<file path="src/rtl/mux_arb_if.sv">
// Handshake bundle between the producers, mux_arb and its single consumer.
// slave is the mux side; master is the producer/consumer environment side.
interface mux_arb_if #(
  parameter int WIDTH    = 3,
  parameter int CHANNELS = 4
);
  localparam int SW = $clog2(CHANNELS);

  logic [CHANNELS*WIDTH-1:0] in_data;
  logic [CHANNELS-1:0]       in_valid;
  logic [CHANNELS-1:0]       in_ready;
  logic [WIDTH-1:0]          out_data;
  logic                      out_valid;
  logic                      out_ready;
  logic [SW-1:0]             out_sel;

  modport slave (
    input  in_data, in_valid, out_ready,
    output in_ready, out_data, out_valid, out_sel
  );

  modport master (
    output in_data, in_valid, out_ready,
    input  in_ready, out_data, out_valid, out_sel
  );
endinterface

</file>
<file path="src/rtl/mux_arb.sv">
// Registered CHANNELS-to-1 mux with valid/ready handshaking and automatic arbitration.
// Define MUX_ROUND_ROBIN_EN for round-robin grants; otherwise the lowest valid index wins.
module mux_arb #(
  parameter int WIDTH    = 3,
  parameter int CHANNELS = 4
) (
  input  logic     clk,
  input  logic     rst,
  mux_arb_if.slave bus
);
  localparam int SW = $clog2(CHANNELS);

  typedef enum logic {EMPTY = 1'b0, FULL = 1'b1} state_t;

  state_t              state_q, state_d;
  logic [WIDTH-1:0]    data_q, data_d;
  logic [SW-1:0]       sel_q, sel_d;
  logic                load;
  logic                grantValid;
  logic [SW-1:0]       grantIdx;
  logic [CHANNELS-1:0] readyVec;
  logic [WIDTH-1:0]    words [CHANNELS];

  for (genvar c = 0; c < CHANNELS; c++) begin : g_words
    assign words[c] = bus.in_data[c*WIDTH +: WIDTH];
  end

  assign load = (state_q == EMPTY) || bus.out_ready;

`ifdef MUX_ROUND_ROBIN_EN
  logic [SW-1:0] last_q, last_d;
  logic          upValid;
  logic [SW-1:0] upIdx;
  logic [SW-1:0] lowIdx;

  // Prefer the lowest requester above the last winner; otherwise wrap to the lowest requester overall.
  always_comb begin
    upValid    = 1'b0;
    upIdx      = '0;
    lowIdx     = '0;
    grantValid = 1'b0;
    for (int c = CHANNELS - 1; c >= 0; c--) begin
      if (bus.in_valid[c]) begin
        grantValid = 1'b1;
        lowIdx     = SW'(c);
        if (SW'(c) > last_q) begin
          upValid = 1'b1;
          upIdx   = SW'(c);
        end
      end
    end
    grantIdx = upValid ? upIdx : lowIdx;
  end

  always_comb begin
    last_d = last_q;
    if (load && grantValid) begin
      last_d = grantIdx;
    end
  end

  always_ff @(posedge clk or posedge rst) begin
    if (rst) begin
      last_q <= SW'(CHANNELS - 1);
    end else begin
      last_q <= last_d;
    end
  end
`else
  always_comb begin
    grantValid = 1'b0;
    grantIdx   = '0;
    for (int c = CHANNELS - 1; c >= 0; c--) begin
      if (bus.in_valid[c]) begin
        grantValid = 1'b1;
        grantIdx   = SW'(c);
      end
    end
  end
`endif

  // A drain and a refill share one edge, so a FULL register with out_ready high never bubbles.
  always_comb begin
    readyVec = '0;
    state_d  = state_q;
    data_d   = data_q;
    sel_d    = sel_q;
    if (load) begin
      if (grantValid) begin
        readyVec[grantIdx] = 1'b1;
        state_d            = FULL;
        data_d             = words[grantIdx];
        sel_d              = grantIdx;
      end else begin
        state_d = EMPTY;
      end
    end
  end

  always_ff @(posedge clk or posedge rst) begin
    if (rst) begin
      state_q <= EMPTY;
      data_q  <= '0;
      sel_q   <= '0;
    end else begin
      state_q <= state_d;
      data_q  <= data_d;
      sel_q   <= sel_d;
    end
  end

  assign bus.in_ready  = readyVec;
  assign bus.out_data  = data_q;
  assign bus.out_valid = (state_q == FULL);
  assign bus.out_sel   = sel_q;
endmodule

</file>
<file path="src/flat_wrapper.sv">
// flat-port wrapper written by rule: the top's interface ports become plain ports
module mux_arb_flat 
#(
  parameter int WIDTH    = 3,
  parameter int CHANNELS = 4
)
  (clk, rst, bus_in_data, bus_in_valid, bus_out_ready, bus_in_ready, bus_out_data, bus_out_valid, bus_out_sel);
  mux_arb_if #(.WIDTH(WIDTH), .CHANNELS(CHANNELS)) bus_i ();
  input  logic clk;
  input  logic rst;
  input wire logic [$bits(bus_i.in_data)-1:0] bus_in_data;
  input wire logic [$bits(bus_i.in_valid)-1:0] bus_in_valid;
  input wire logic [$bits(bus_i.out_ready)-1:0] bus_out_ready;
  output wire logic [$bits(bus_i.in_ready)-1:0] bus_in_ready;
  output wire logic [$bits(bus_i.out_data)-1:0] bus_out_data;
  output wire logic [$bits(bus_i.out_valid)-1:0] bus_out_valid;
  output wire logic [$bits(bus_i.out_sel)-1:0] bus_out_sel;
  assign bus_i.in_data = bus_in_data;
  assign bus_i.in_valid = bus_in_valid;
  assign bus_i.out_ready = bus_out_ready;
  assign bus_in_ready = bus_i.in_ready;
  assign bus_out_data = bus_i.out_data;
  assign bus_out_valid = bus_i.out_valid;
  assign bus_out_sel = bus_i.out_sel;
  mux_arb #(.WIDTH(WIDTH), .CHANNELS(CHANNELS)) u_core (.clk(clk), .rst(rst), .bus(bus_i));
endmodule
</file>
<file path="config.mk">
export PLATFORM = sky130hd
export DESIGN_NAME = mux_arb_flat
export DESIGN_NICKNAME = d
export VERILOG_FILES = /design/src/rtl/mux_arb_if.sv /design/src/rtl/mux_arb.sv /design/src/flat_wrapper.sv
export SDC_FILE = /design/constraint.sdc
export NUM_CORES = 1
export LEC_CHECK = 0
export CORE_MARGIN = 4
export CORE_UTILIZATION = 35
export DETAILED_ROUTE_END_ITERATION = 8
export PLACE_DENSITY = 0.81
export SLEW_MARGIN = 20
export SYNTH_ARGS = -nofsm -noshare
export SYNTH_HDL_FRONTEND = slang
export SYNTH_SLANG_ARGS = --single-unit
</file>
<file path="constraint.sdc">
create_clock -name clk -period 1.25 [get_ports clk]
set_input_delay 0.125 -clock clk [delete_from_list [all_inputs] [get_ports clk]]
set_output_delay 0.125 -clock clk [all_outputs]
set_load 0.02 [all_outputs]
</file>
# After elaboration in Yosys (flattened, before gate mapping)
# Cells that the tools add are included.
[op_classes]
muxes = 16
n_reduce_logical = 3
order_cmp = 3
n_bitwise = 2
[ops]
columns = ["cell", "count"]
rows = [
  ["$mux 2", 4],
  ["$mux 4", 2],
  ["$bmux 3 s2", 1],
  ["$mux 1", 6],
  ["$mux 3", 2],
  ["$ge 3x3->1 const B", 1],
  ["$lt 2x3->1 const B", 1],
  ["$not 2->3", 1],
  ["$demux 1 s2", 1],
  ["$ge 2x1->1 const B", 1],
  ["$reduce_and 2->1", 1],
  ["$logic_and 1x1->1", 1],
  ["$logic_or 1x1->1", 1],
  ["$not 1->1", 1],
]
[word_totals]
word_cells = 27
out_inout_bits = 10
input_bits = 19
reg_bits = 6

# Logic depth before layout (Yosys ltp)
[depth]
depth_word = 10
mapped_depth = 4
depth_no_buf = 3

# Worst setup path before layout
# Ideal clock, no wire load.
[synth_path]
kind = "register -> output"
startpoint = "register u_core.state_q, in the netlist u_core.bus.out_valid"
endpoint = "output bus_in_ready[1]"
t_arrival_ns = 1.140
required_ns = 1.125
path_buffers = 1
path_stages_with_launch = 4
path_slack_ns = -0.015
path_cell_list = "dfrtp_1 -> nand2b_1 -> clkbuf_1 -> and3b_1"
[synth_via]
elab_chain_cells = 3
[synth_rtl]
columns = ["element", "line_no", "text"]
rows = [
  ["from (decl)", "mux_arb.sv:15", "state_t state_q, state_d;"],
  ["from (signal assigned)", "mux_arb.sv:106", "state_q <= state_d;"],
  ["$not 1->1", "mux_arb.sv:28", "assign load = (state_q == EMPTY) || bus.out_ready;"],
  ["$logic_or 1x1->1", "mux_arb.sv:28", ""],
  ["$mux 4", "mux_arb.sv:88", "if (load) begin"],
  ["to (decl)", "flat_wrapper.sv:14", "output wire logic [$bits(bus_i.in_ready)-1:0] bus_in_ready;"],
]
# Every way passes these cells.

# Final worst setup path
[layout_path]
startpoint = "input bus_in_valid[0]"
endpoint = "register u_core.data_q[0], in the netlist u_core.bus.out_data[0]"
[layout_via]
elab_chain_cells = 5
word_cells_on_any_way = 7
cone_classes = "mux (5); bitwise (1); reduce/logical (1)"
[layout_rtl]
columns = ["element", "line_no", "text"]
rows = [
  ["from (decl)", "flat_wrapper.sv:12", "input wire logic [$bits(bus_i.in_valid)-1:0] bus_in_valid;"],
  ["$mux 2", "mux_arb.sv:74", "if (bus.in_valid[c]) begin"],
  ["$not 2->3 (implied by the code)", "mux_arb.sv:92", "data_d = words[grantIdx];"],
  ["$bmux 3 s2", "mux_arb.sv:92", ""],
  ["$mux 3 (implied by the code) (2 in a row)", "mux_arb.sv:92", ""],
  ["to (signal assigned)", "mux_arb.sv:107", "data_q <= data_d;"],
  ["to (decl)", "mux_arb.sv:16", "logic [WIDTH-1:0] data_q, data_d;"],
]
# Parallel ways exist; a longest one is shown, timed or not. The select of a mux whose other input is x is not followed.
# A chain may end at the register's enable or synchronous reset.

==> flow_summary.json <==
{
  "synth-xor-area-share": 0,
  "ys_seq_area_frac": 0.3217,
  "path_class": "in -> reg",
  "end_kind": "register",
  "syn2layout_area_growth_pct": 81.23,
  "power.leakage_nw": 0.3951,
  "place_inst": 105,
  "drive_gt1_frac": 0.2766,
  "cts.clk_slew.worst_paths_ps": 40,
  "vias": 556,
  "fin_crit_sh": 0.9944,
  "grt-ovfl-total": 0,
  "worst_slew_pin_slew_ps": 220.1,
  "die_h_um": 44.52,
  "synthMuxAreaShare": 0,
  "cts_buffers": 3,
  "post-route-util": 0.7131,
  "drt_iter0_drc": 9,
  "slowest_delay_ps": 550,
  "clockBufferDepth": 2,
  "nets": 115,
  "yosysMostFrequentCell": "a21oi_1",
  "setup_viol_count_final": 0,
  "status": "complete, no violations",
  "finalMaxSlewViolations": 0,
  "cpMaxStageDelayCell": "or4_4",
  "synth_compound_area_frac": 0.2574,
  "setup_ws_ps": 7.053,
  "async_flop_share": 1.000,
  "cp.required_ps": 1410,
  "synth_cell_types": 27,
  "max_cap_violations": 0,
  "worstSetupStartpointType": "input port",
  "grt_max_degree": 10,
  "crit_fanout": 8,
  "r2r_setup_slack_ps": 190,
  "drtPass1Iterations": 4,
  "postCtsSetupBuffers": 0,
  "fin_crit_ps": 1243,
  "grt_usage": 0.1390,
  "design_area_um2": 845.8,
  "drc": 0,
  "place_congestion": 0.8486,
  "nFillCells": 106,
  "rows": 12,
  "cts_max_level": 1,
  "core_um2": 1186,
  "synth-simple-area-share": 0.3378,
  "detail_route.vias_per_cell": 5.148,
  "dieArea_um2": 1982,
  "skew_ps": 0.3206,
  "wirelength_mm": 1.342,
  "cts_root_buffer": "clkbuf_4",
  "clock_latency_ps": 240,
  "avgRoutedWirePerCell_um": 12.43,
  "synth.area.top_cells": "dfrtp_1 32%, a21oi_1 8.6%, nand3b_1 6.4%, a22o_1 3.8%, and3b_1 3.8%",
  "placed_cell_area_um2": 823.3,
  "ir_drop_mv": 0.3219,
  "die_x_um": 44.52,
  "dp_slack_ps": -451.5,
  "synthTopCellsByCount": "8 x a21oi_1, 6 x dfrtp_1",
  "io_buffers": 28,
  "synth_largest_area_cell": "dfrtp_1",
  "antenna_left": 0,
  "cts_tree": "yes",
  "ys_ff_latch": 6,
  "synth_flop_cell": "dfrtp_1",
  "mappedNetlistArea_um2": 466.7,
  "start_util": 0.3935,
  "synth-edff-count": 0,
  "max_slew_margin": 0.8517,
  "antenna_found_initial": 0,
  "synth_area_per_cell_um2": 8.188,
  "holdBufCountCts": 0,
  "yosys_warnings": 0,
  "path_cells": "dlygate4sd2_1 -> buf_6 -> or4_4 -> and2_4 -> a41oi_2",
  "synth_nets": 76,
  "fin_tns_setup_ps": 0,
  "maxClockFrequency_mhz": 804.5,
  "register_area_um2": 150.1,
  "final_hold_viol_count": 0,
  "diodes": 0,
  "place.detailed.hpwl_mm": 1.142,
  "final_cells": 108,
  "p_per_area_nw_per_um2": 776.7,
  "synth_top_family_by_area": "simple AND/OR/NAND/NOR gates",
  "arrival_ps": 1400,
  "grt_pass1_wl_mm": 2.042,
  "multi_input_area_um2": 294.0,
  "ios": 29,
  "syn_inst": 57,
  "synth_fa_ha_area_frac": 0,
  "first_global_vias": 490,
  "cts.sinks": 6,
  "hp-class": "in -> async",
  "synth_top_area_frac": 0.3217,
  "rsz0062_at_grt": "yes"
}
[timing repair]
item / CTS / global route
pin swaps: 1 / 2
gates resized for setup: 29 / 5
endpoints found under the setup margin: 14 / 4
[logic make-up after synthesis]
family	Yosys count
flip-flops	6
buffers and inverters	9
AO/OA/AOI/OAI	18
AND/OR/NAND/NOR	24
[cell type report]
cell class	count	area share
timing repair buffer	39	0.4098
multi-input combinational	42	0.3476
sequential	6	0.1775
clock buffer	3	0.02663
tap	14	0.02071
inverter	4	0.01775
[flip-flops by register name, indices dropped and copies added, names as in the netlist]
name and flops:
u_core.bus.out_valid 1, u_core.bus.out_sel 2, u_core.bus.out_data 3
[worst max-delay path, delay by kind of cell]
family | cells | cell delay (ps)
and+or+nand+nor | 2 | 720
AOI/OAI and AO/OA | 1 | 160
buffers and inverters | 2 | 390
[cells in the final DEF, fill, tap and decap left out, types with 2 or more instances in the layout]
cell type and instances:
nand2_1 2, buf_2 2, clkbuf_4 3, a22o_1 2
and3b_1 2, nor2b_1 2, buf_4 10, clkdlybuf4s50_1 14
nor2_1 3, dfrtp_1 6, buf_6 3, a21oi_1 8
nand3b_1 4, dlygate4sd2_1 10, o21ai_0 2, inv_1 4
[final timing paths]
kind,cells past startpoint,to,from
worst max-delay path,5,u_core.bus.out_data[0],bus_in_valid[0]
worst min-delay path,2,u_core.bus.out_valid,rst
worst max register to register,4,u_core.bus.out_data[0],u_core.bus.out_valid
worst min register to register,2,u_core.bus.out_sel[1],u_core.bus.out_sel[1]
max in group asynchronous,2,u_core.bus.out_sel[1],rst
min in group clk,4,u_core.bus.out_valid,bus_in_valid[1]
[per-stage QoR]
| stage | hold WS [ps] | power (mW) |
|---|---|---|
| CTS | 100.8 | 0.6592 |
| global route | 114.3 | 0.6980 |
| floorplan | -84.04 | 0.3505 |
| global placement | 349.0 | 0.4964 |
| detailed placement | 356.7 | 0.5038 |
| finish | 97.87 | 0.6570 |
[where the power goes]
| group | total [mW] | switching (mW) | internal (mW) |
|---|---|---|---|
| combinational | 0.255 | 0.116 | 0.139 |
| clock | 0.171 | 0.0631 | 0.108 |
| sequential | 0.231 | 0.0143 | 0.217 |
| total | 0.657 | 0.194 | 0.463 |
[layer usage]
layer | track usage | routed length (um) | vias up
met4 | 0.07229 | 0 | 0
met5 | 0 | 0 | -
li1 | - | - | 281
met3 | 0.01220 | 110 | 0
met2 | 0.2464 | 674 | 18
met1 | 0.1622 | 558 | 257
Power figures use the tool's default switching activity.
